## config.mk

```make
export PLATFORM = sky130hd
export DESIGN_NAME = icache_fill_ctrl
export DESIGN_NICKNAME = d
export VERILOG_FILES = /design/src/rtl/icache_fill_ctrl.sv
export SDC_FILE = /design/constraint.sdc
export NUM_CORES = 1
export LEC_CHECK = 0
export CORE_ASPECT_RATIO = 1.1
export CORE_MARGIN = 3
export CORE_UTILIZATION = 39
export CTS_BUF_LIST = sky130_fd_sc_hd__clkbuf_16
export DETAILED_ROUTE_END_ITERATION = 8
export PLACE_DENSITY = 0.84
export SLEW_MARGIN = 30
export SYNTH_ARGS = -nofsm -noshare
export SYNTH_HDL_FRONTEND = slang
export SYNTH_SLANG_ARGS = --single-unit
```

## constraint.sdc

```tcl
create_clock -name clk -period 2.01 [get_ports clk]
set_input_delay 0.402 -clock clk [delete_from_list [all_inputs] [get_ports clk]]
set_output_delay 0.402 -clock clk [all_outputs]
set_load 0.005 [all_outputs]
```

## src/rtl/icache_fill_ctrl.sv

```systemverilog
// ---------------------------------------------------------------------------
// icache_fill_ctrl
//   Instruction-fetch front end and miss handler for a direct-mapped, 8-line
//   instruction cache with 64-bit lines (4 x 16-bit words).
//
//   On a hit the addressed 16-bit word is returned from the cache line.
//   On a miss, fetch is stalled while the line is read from memory as two
//   32-bit beats (low beat first). The assembled line is then written into
//   the cache. Lines are never dirty, so there are no evictions.
//
// Ports
//   clk, rst_n            clock, asynchronous active-low reset
//   pc, fetch_re          IF-stage word address and fetch request
//   instr, stall          returned instruction word and pipeline hold
//   cache_addr/re/we      cache line address, read enable, write enable
//   cache_wdirty          dirty bit for writes (always 0)
//   cache_wr_data         assembled fill line
//   cache_hit/rd_data     cache lookup result and line data
//   mem_addr/re           memory beat address {line, beat} and read request
//   mem_rdy/rd_data       memory beat valid and data
//   miss_cnt              saturating count of completed fills
// ---------------------------------------------------------------------------
module icache_fill_ctrl #(
    parameter int ADDR_W = 16,
    parameter int LINE_W = 64,
    parameter int BEAT_W = 32
) (
    input  logic                clk,
    input  logic                rst_n,
    input  logic [ADDR_W-1:0]   pc,
    input  logic                fetch_re,
    output logic [15:0]         instr,
    output logic                stall,
    output logic [ADDR_W-3:0]   cache_addr,
    output logic                cache_re,
    output logic                cache_we,
    output logic                cache_wdirty,
    output logic [LINE_W-1:0]   cache_wr_data,
    input  logic                cache_hit,
    input  logic [LINE_W-1:0]   cache_rd_data,
    output logic [ADDR_W-2:0]   mem_addr,
    output logic                mem_re,
    input  logic                mem_rdy,
    input  logic [BEAT_W-1:0]   mem_rd_data,
    output logic [15:0]         miss_cnt
);

    typedef enum logic [1:0] {
        S_IDLE,
        S_MEM_LO,
        S_MEM_HI,
        S_WRITE
    } state_t;

    state_t              state_q, state_d;
    logic [ADDR_W-3:0]   miss_line_q, miss_line_d;
    logic [LINE_W-1:0]   buf_q, buf_d;
    logic [15:0]         miss_cnt_q, miss_cnt_d;

    always_ff @(posedge clk or negedge rst_n) begin
        if (!rst_n) begin
            state_q     <= S_IDLE;
            miss_line_q <= '0;
            buf_q       <= '0;
            miss_cnt_q  <= '0;
        end else begin
            state_q     <= state_d;
            miss_line_q <= miss_line_d;
            buf_q       <= buf_d;
            miss_cnt_q  <= miss_cnt_d;
        end
    end

    // Word select: word 0 occupies bits [15:0] of the line.
    assign instr         = cache_rd_data[{pc[1:0], 4'b0000} +: 16];
    assign cache_wdirty  = 1'b0;
    assign cache_wr_data = buf_q;
    assign miss_cnt      = miss_cnt_q;

    always_comb begin
        state_d     = state_q;
        miss_line_d = miss_line_q;
        buf_d       = buf_q;
        miss_cnt_d  = miss_cnt_q;
        // Outside IDLE every address comes from the latched miss line, so
        // pc changes during a fill cannot disturb it.
        cache_addr  = miss_line_q;
        cache_re    = 1'b0;
        cache_we    = 1'b0;
        mem_addr    = {miss_line_q, 1'b0};
        mem_re      = 1'b0;
        stall       = 1'b1;

        case (state_q)
            S_IDLE: begin
                cache_addr = pc[ADDR_W-1:2];
                cache_re   = fetch_re;
                stall      = fetch_re & ~cache_hit;
                if (fetch_re && !cache_hit) begin
                    miss_line_d = pc[ADDR_W-1:2];
                    state_d     = S_MEM_LO;
                end
            end
            S_MEM_LO: begin
                mem_re = 1'b1;
                if (mem_rdy) begin
                    buf_d[BEAT_W-1:0] = mem_rd_data;
                    state_d           = S_MEM_HI;
                end
            end
            S_MEM_HI: begin
                mem_re   = 1'b1;
                mem_addr = {miss_line_q, 1'b1};
                if (mem_rdy) begin
                    buf_d[LINE_W-1:BEAT_W] = mem_rd_data;
                    state_d                = S_WRITE;
                end
            end
            S_WRITE: begin
                cache_we = 1'b1;
                if (miss_cnt_q != 16'hFFFF) begin
                    miss_cnt_d = miss_cnt_q + 16'd1;
                end
                state_d = S_IDLE;
            end
            default: begin
                state_d = S_IDLE;
            end
        endcase
    end

endmodule

```

==> impl_metrics.json, run 1 <==
{
  "status": "complete, but fails checks",
  "fin_util_pct": 71.1,
  "viasPerCell": 5.02,
  "cts.sinks": 96,
  "finalHoldViolCount": 0,
  "syn_area_per_cell_um2": 15.1,
  "layout.cells.non_filler": 718,
  "routedWlPerCell_um": 21.1,
  "globalplace.congestion": 0.824,
  "finalNetCount": 689,
  "die_w_um": 107,
  "post-dp-hpwl_mm": 11.4,
  "holdCritPathClass": "flip-flop to flip-flop",
  "rsz0062_at_grt": "true",
  "io_buffers": 245,
  "finalSetupViolCount": 9,
  "tns_ns": -0.149,
  "cp-start-kind": "flip-flop",
  "placed_area_um2": 7180,
  "drtIter0Drc": 140,
  "grt_pass1_vias": 3972,
  "antenna_cells": 0,
  "cap_viol_max_count": 0,
  "regArea_um2": 2400,
  "required_ns": 1.61,
  "initial_utilization_pct": 40.1,
  "grt_max_degree": 53,
  "worstPathArrival_ns": 1.64,
  "layout_commonest_cell": "clkdlybuf4s50_1",
  "multi_input_area_um2": 1990,
  "ioPinCount": 247,
  "r2r-end": "cache_wr_data[33]",
  "syn-num-nets": 414,
  "slew_violations": 0,
  "synth-edff-count": 0,
  "pre_cts_slack_ns": -0.635,
  "place_inst": 687,
  "num_rows": 40,
  "cts_buffers": 9,
  "leakage_uw": 0.00334,
  "critPathLaunch": "state_q[0]",
  "cts_buffer_depth": 2,
  "async_reset_ff_share_pct": 100,
  "final_cell_mix": "clkdlybuf4s50_1 (199), dfrtp_1 (96), mux2_2 (78)",
  "powerDensity_nw_per_um2": 1380,
  "routed_wl_mm": 15.1,
  "synth_area_um2": 4400,
  "antenna_found_initial": 0,
  "clk_pin_slew_ns": 0.07,
  "fin_area_um2": 7800,
  "first_pass_iters": 4,
  "synth-seq-cells": 96,
  "die_y_um": 117,
  "final_antenna_net_count": 0,
  "synth_cell_type_count": 34,
  "ys_seq_area_share_pct": 54.6,
  "coreArea_um2": 11000,
  "timing.rr.start": "state_q[0]",
  "root_buffer": "clkbuf_16",
  "cts_tree": "built",
  "worst_slack_ns": -0.0277,
  "ys.warnings.count": 0,
  "drc": 0,
  "dieArea_um2": 12600,
  "grt_overflow": 0,
  "track_usage_pct": 24.4,
  "htree_levels": 3,
  "endpoint_kind": "output pin",
  "fin_crit_ns": 2.04,
  "max_freq_mhz": 491,
  "critical_path_class": "flip-flop to output pin",
  "crit_fanout": 5,
  "violations": "setup timing",
  "reg2reg_slack_ns": 0.10,
  "period_share_pct": 101,
  "crit_end": "cache_addr[13]",
  "ir_worst_vdd_uv": 979,
  "finalClockSkew_ns": 0.00610,
  "drive_gt1_share_pct": 33.5,
  "areaGrowthSynthToFinish_pct": 77.3,
  "synthCells": 291,
  "fill_cells": 742,
  "insertion_delay_ns": 0.34,
  "r2r_cells": 8,
  "grt_pass1_wl_mm": 23.0,
  "ys.flop_type": "dfrtp_1",
  "dr_total_vias": 3604
}
## final cells by class
type / count / share of cell area, %
sequential: 96 / 30.8
multi-input combinational: 175 / 25.5
clock buffer: 9 / 2.89
tap: 147 / 2.36
clock inverter: 7 / 1.62
timing repair buffer: 278 / 36.5
inverter: 6 / 0.289
## where the power goes
group          total [µW]  internal [µW]  switching [µW]
combinational        5380           3690            1700
clock                1990           1230             756
sequential           3390           2830             564
## synth_stat cells (2+ instances only)
cell / instances / area, µm²
mux4_2: 16 / 360
buf_2: 4 / 20.0
nand4_2: 3 / 37.5
ha_1: 6 / 75.1
mux2_2: 91 / 1020
mux2_1: 2 / 22.5
nor3_1: 4 / 20.0
nand3_1: 4 / 20.0
xnor2_1: 8 / 70.1
nor2_1: 7 / 26.3
buf_1: 6 / 22.5
xor2_1: 4 / 35.0
clkbuf_1: 3 / 11.3
nand2_1: 5 / 18.8
o21ai_0: 4 / 20.0
inv_1: 6 / 22.5
nand4_1: 5 / 31.3
o21a_1: 2 / 15.0
dfrtp_1: 96 / 2400
## metrics by stage
stage                     power [µW]  hold slack [ns]
after floorplan                 5130            0.106
after global placement          8190            0.344
after detailed placement        8350            0.356
after CTS                      10900            0.508
after global routing           11400            0.523
final                          10800            0.504
## per-layer routing
layer	vias to the layer above	GRT usage [%]	part of all wire, %
met5	-	0	0
met4	0	4.80	0.79
met3	8	10.9	12
met2	176	41.4	50
met1	1800	28.6	37
li1	1620	-	-
## how the worst min path moves through the flow
stage | depth (start not counted) | slack [ns] | to | start
after global placement | 1 | 0.34 | cache_wr_data[41] | rst_n
after detailed placement | 1 | 0.36 | cache_wr_data[6] | rst_n
final | 1 | 0.50 | cache_wr_data[36] | cache_wr_data[36]
after global routing | 1 | 0.52 | cache_wr_data[27] | cache_wr_data[27]
after CTS | 1 | 0.51 | cache_wr_data[36] | cache_wr_data[36]
after floorplan | 0 | 0.11 | cache_wr_data[0] | rst_n
## state kept, by name (all words and copies together) (netlist names)
register / count
miss_cnt: 16
cache_wr_data: 64
miss_line_q: 14
state_q: 2
## critical path, stage by stage, from the launching register on
cell and delay, ns:
dfrtp_1 0.39, inv_2 0.08, ha_4 0.17, buf_12 0.12
buf_8 0.11, mux2_4 0.31, buf_6 0.12
## what timing repair did
action | in CTS | in global routing
hold buffers | 1 | 0
pin swaps | 1 | 1
cloned | 3 | 0
gates resized for setup | 145 | 12
endpoints found under the setup margin | 34 | 22
setup buffers | 12 | 1
hold endpoints to repair | 28 | 0
## cell families after synthesis
group                    Yosys count  synth area share (%)
multiplexers                     111                  32.6
flip-flops                        96                  54.6
AND/OR/NAND/NOR                   35                  4.84
buffers and inverters             20                  1.91
XOR/XNOR                          12                  2.39
AO/OA/AOI/OAI                     10                  1.88
adder cells (fa/ha/maj)            6                  1.71
other                              1                0.0853
Note: power is estimated with default switching activity, not from simulation.
==> run 2: changes to the inputs <==
- CORE_MARGIN: 3 -> default
- RECOVER_POWER: default -> 100
==> impl_metrics.json, run 2 (same netlist as run 1, synthesis figures left out) <==
{
  "io_buffers": 245,
  "combinationalPowerShare_pct": 48.7,
  "finalClockSkew_ns": 0.00708,
  "first_pass_iters": 4,
  "post-dp-hpwl_mm": 10.8,
  "coreArea_um2": 11000,
  "swShare_pct": 29.8,
  "hold_path_depth": 1,
  "grt_pass1_vias": 3949,
  "holdPathEnd": "cache_wr_data[42]",
  "status": "complete, but fails checks",
  "grt_pass1_wl_mm": 21.3,
  "root_buffer": "clkbuf_16",
  "insertion_delay_ns": 0.34,
  "violations": "setup timing",
  "required_ns": 1.61,
  "fin_area_um2": 7590,
  "max_freq_mhz": 486,
  "areaGrowthSynthToFinish_pct": 72.7,
  "finalNetCount": 689,
  "cap_viol_max_count": 0,
  "ir_worst_vdd_uv": 1050,
  "die_w_um": 103,
  "crit_fanout": 8,
  "drive_gt1_share_pct": 31.9,
  "worstMarginPinSlew_ns": 0.883,
  "largest_reg_flops": 64,
  "cts_buffers": 9,
  "antenna_cells": 0,
  "min_from": "cache_wr_data[42]",
  "powerDensity_nw_per_um2": 1310,
  "num_rows": 40,
  "grt_max_degree": 59,
  "slew_violations": 0,
  "cts_buffer_depth": 2,
  "worst_slack_ns": -0.0483,
  "fin_crit_ns": 2.06,
  "layout.cells.non_filler": 718,
  "place_inst": 685,
  "track_usage_pct": 25.2,
  "fill_cells": 780,
  "drtIter0Drc": 139,
  "layout_commonest_cell": "clkdlybuf4s50_1",
  "power.share.clock_pct": 17.2,
  "htree_levels": 3,
  "worstPathArrival_ns": 1.66,
  "leakage_uw": 0.00330,
  "seq_power_share_pct": 34.1,
  "period_share_pct": 102,
  "cp-start-kind": "flip-flop",
  "dieArea_um2": 11700,
  "routed_wl_mm": 14.7,
  "grt_overflow": 0,
  "placed_area_um2": 7170,
  "maxSlewHeadroom_pct": 41.2,
  "finalHoldViolCount": 0,
  "cts.sinks": 96,
  "ioPinCount": 247,
  "viasPerCell": 5.02,
  "final_cell_mix": "clkdlybuf4s50_1 (116), dfrtp_1 (96), dlygate4sd3_1 (93)",
  "antenna_found_initial": 0,
  "globalplace.congestion": 0.810,
  "routedWlPerCell_um": 20.4,
  "r2r_cells": 4,
  "p_int_uw": 6970,
  "timing.rr.start": "miss_cnt[0]",
  "endpoint_kind": "output pin",
  "final_antenna_net_count": 0,
  "r2r-end": "miss_cnt[1]",
  "finalSetupViolCount": 5,
  "fin_util_pct": 69.3,
  "clk_pin_slew_ns": 0.06,
  "cts_tree": "built",
  "reg2reg_slack_ns": 0.09,
  "holdCritPathClass": "flip-flop to flip-flop",
  "drc": 0,
  "dr_total_vias": 3602,
  "initial_utilization_pct": 40.1,
  "die_y_um": 113,
  "rsz0062_at_grt": "true",
  "switching_power_uw": 2960,
  "critical_path_class": "flip-flop to output pin"
}
## run 2: cell type report
class,instances,area [µm²],share of cell area (%)
multi-input combinational,175,1940,25.6
clock inverter,7,72.6,0.956
timing repair buffer,278,2750,36.2
inverter,6,22.5,0.297
sequential,96,2400,31.6
clock buffer,9,225,2.97
tap,147,184,2.42
## run 2: how the worst max path moves through the flow
stage / endpoint / slack, ns / from / cells past startpoint
3_5_place_dp: instr[11] / -0.62 / pc[0] / 5
5_1_grt: cache_addr[12] / -0.09 / state_q[1] / 6
4_1_cts: cache_addr[12] / -0.05 / state_q[1] / 6
2_1_floorplan: cache_addr[10] / 0.11 / state_q[0] / 5
3_3_place_gp: instr[6] / -0.59 / pc[0] / 4
6_report: cache_addr[12] / -0.05 / state_q[1] / 6
## run 2: layer usage
metal	share of wire, %	vias to the layer above	global-route usage (%)
met5	0	-	0
met3	10	21	8.21
li1	-	1615	-
met2	54	180	47.2
met4	2.0	0	8.83
met1	33	1786	25.8
## run 2: power by group through the flow
stage	clock network, µW	registers (µW)	logic (µW)
2_1_floorplan	0	3420	1710
3_3_place_gp	0	3350	4790
3_5_place_dp	0	3430	4910
4_1_cts	1730	3420	5190
5_1_grt	1810	3490	5180
6_report	1710	3390	4830
## run 2: worst max-delay path, cell delays in order, from the launching register on
cell	delay, ns
dfrtp_1	0.39
inv_2	0.09
ha_4	0.18
buf_12	0.14
buf_6	0.09
mux2_4	0.30
buf_6	0.12
## run 2: through the flow
stage               hold slack [ns]  total power [µW]  setup TNS [ns]  worst slack [ns]
detailed placement            0.280              8340           -8.84            -0.618
global placement              0.270              8140           -8.33            -0.588
floorplan                     0.106              5130               0             0.114
global route                  0.508             10500          -0.851           -0.0915
CTS                           0.455             10300          -0.145           -0.0524
finish                        0.499              9930          -0.174           -0.0483
## run 2: what timing repair did
| action | 4_1_cts | 5_1_grt |
|---|---|---|
| resized for setup | 122 | 14 |
| hold endpoints to repair | 14 | 0 |
| hold buffers | 1 | 0 |
| pin swaps | 1 | 0 |
| buffers inserted | 11 | 2 |
| cloned | 3 | 0 |
| endpoints found under the setup margin | 34 | 21 |
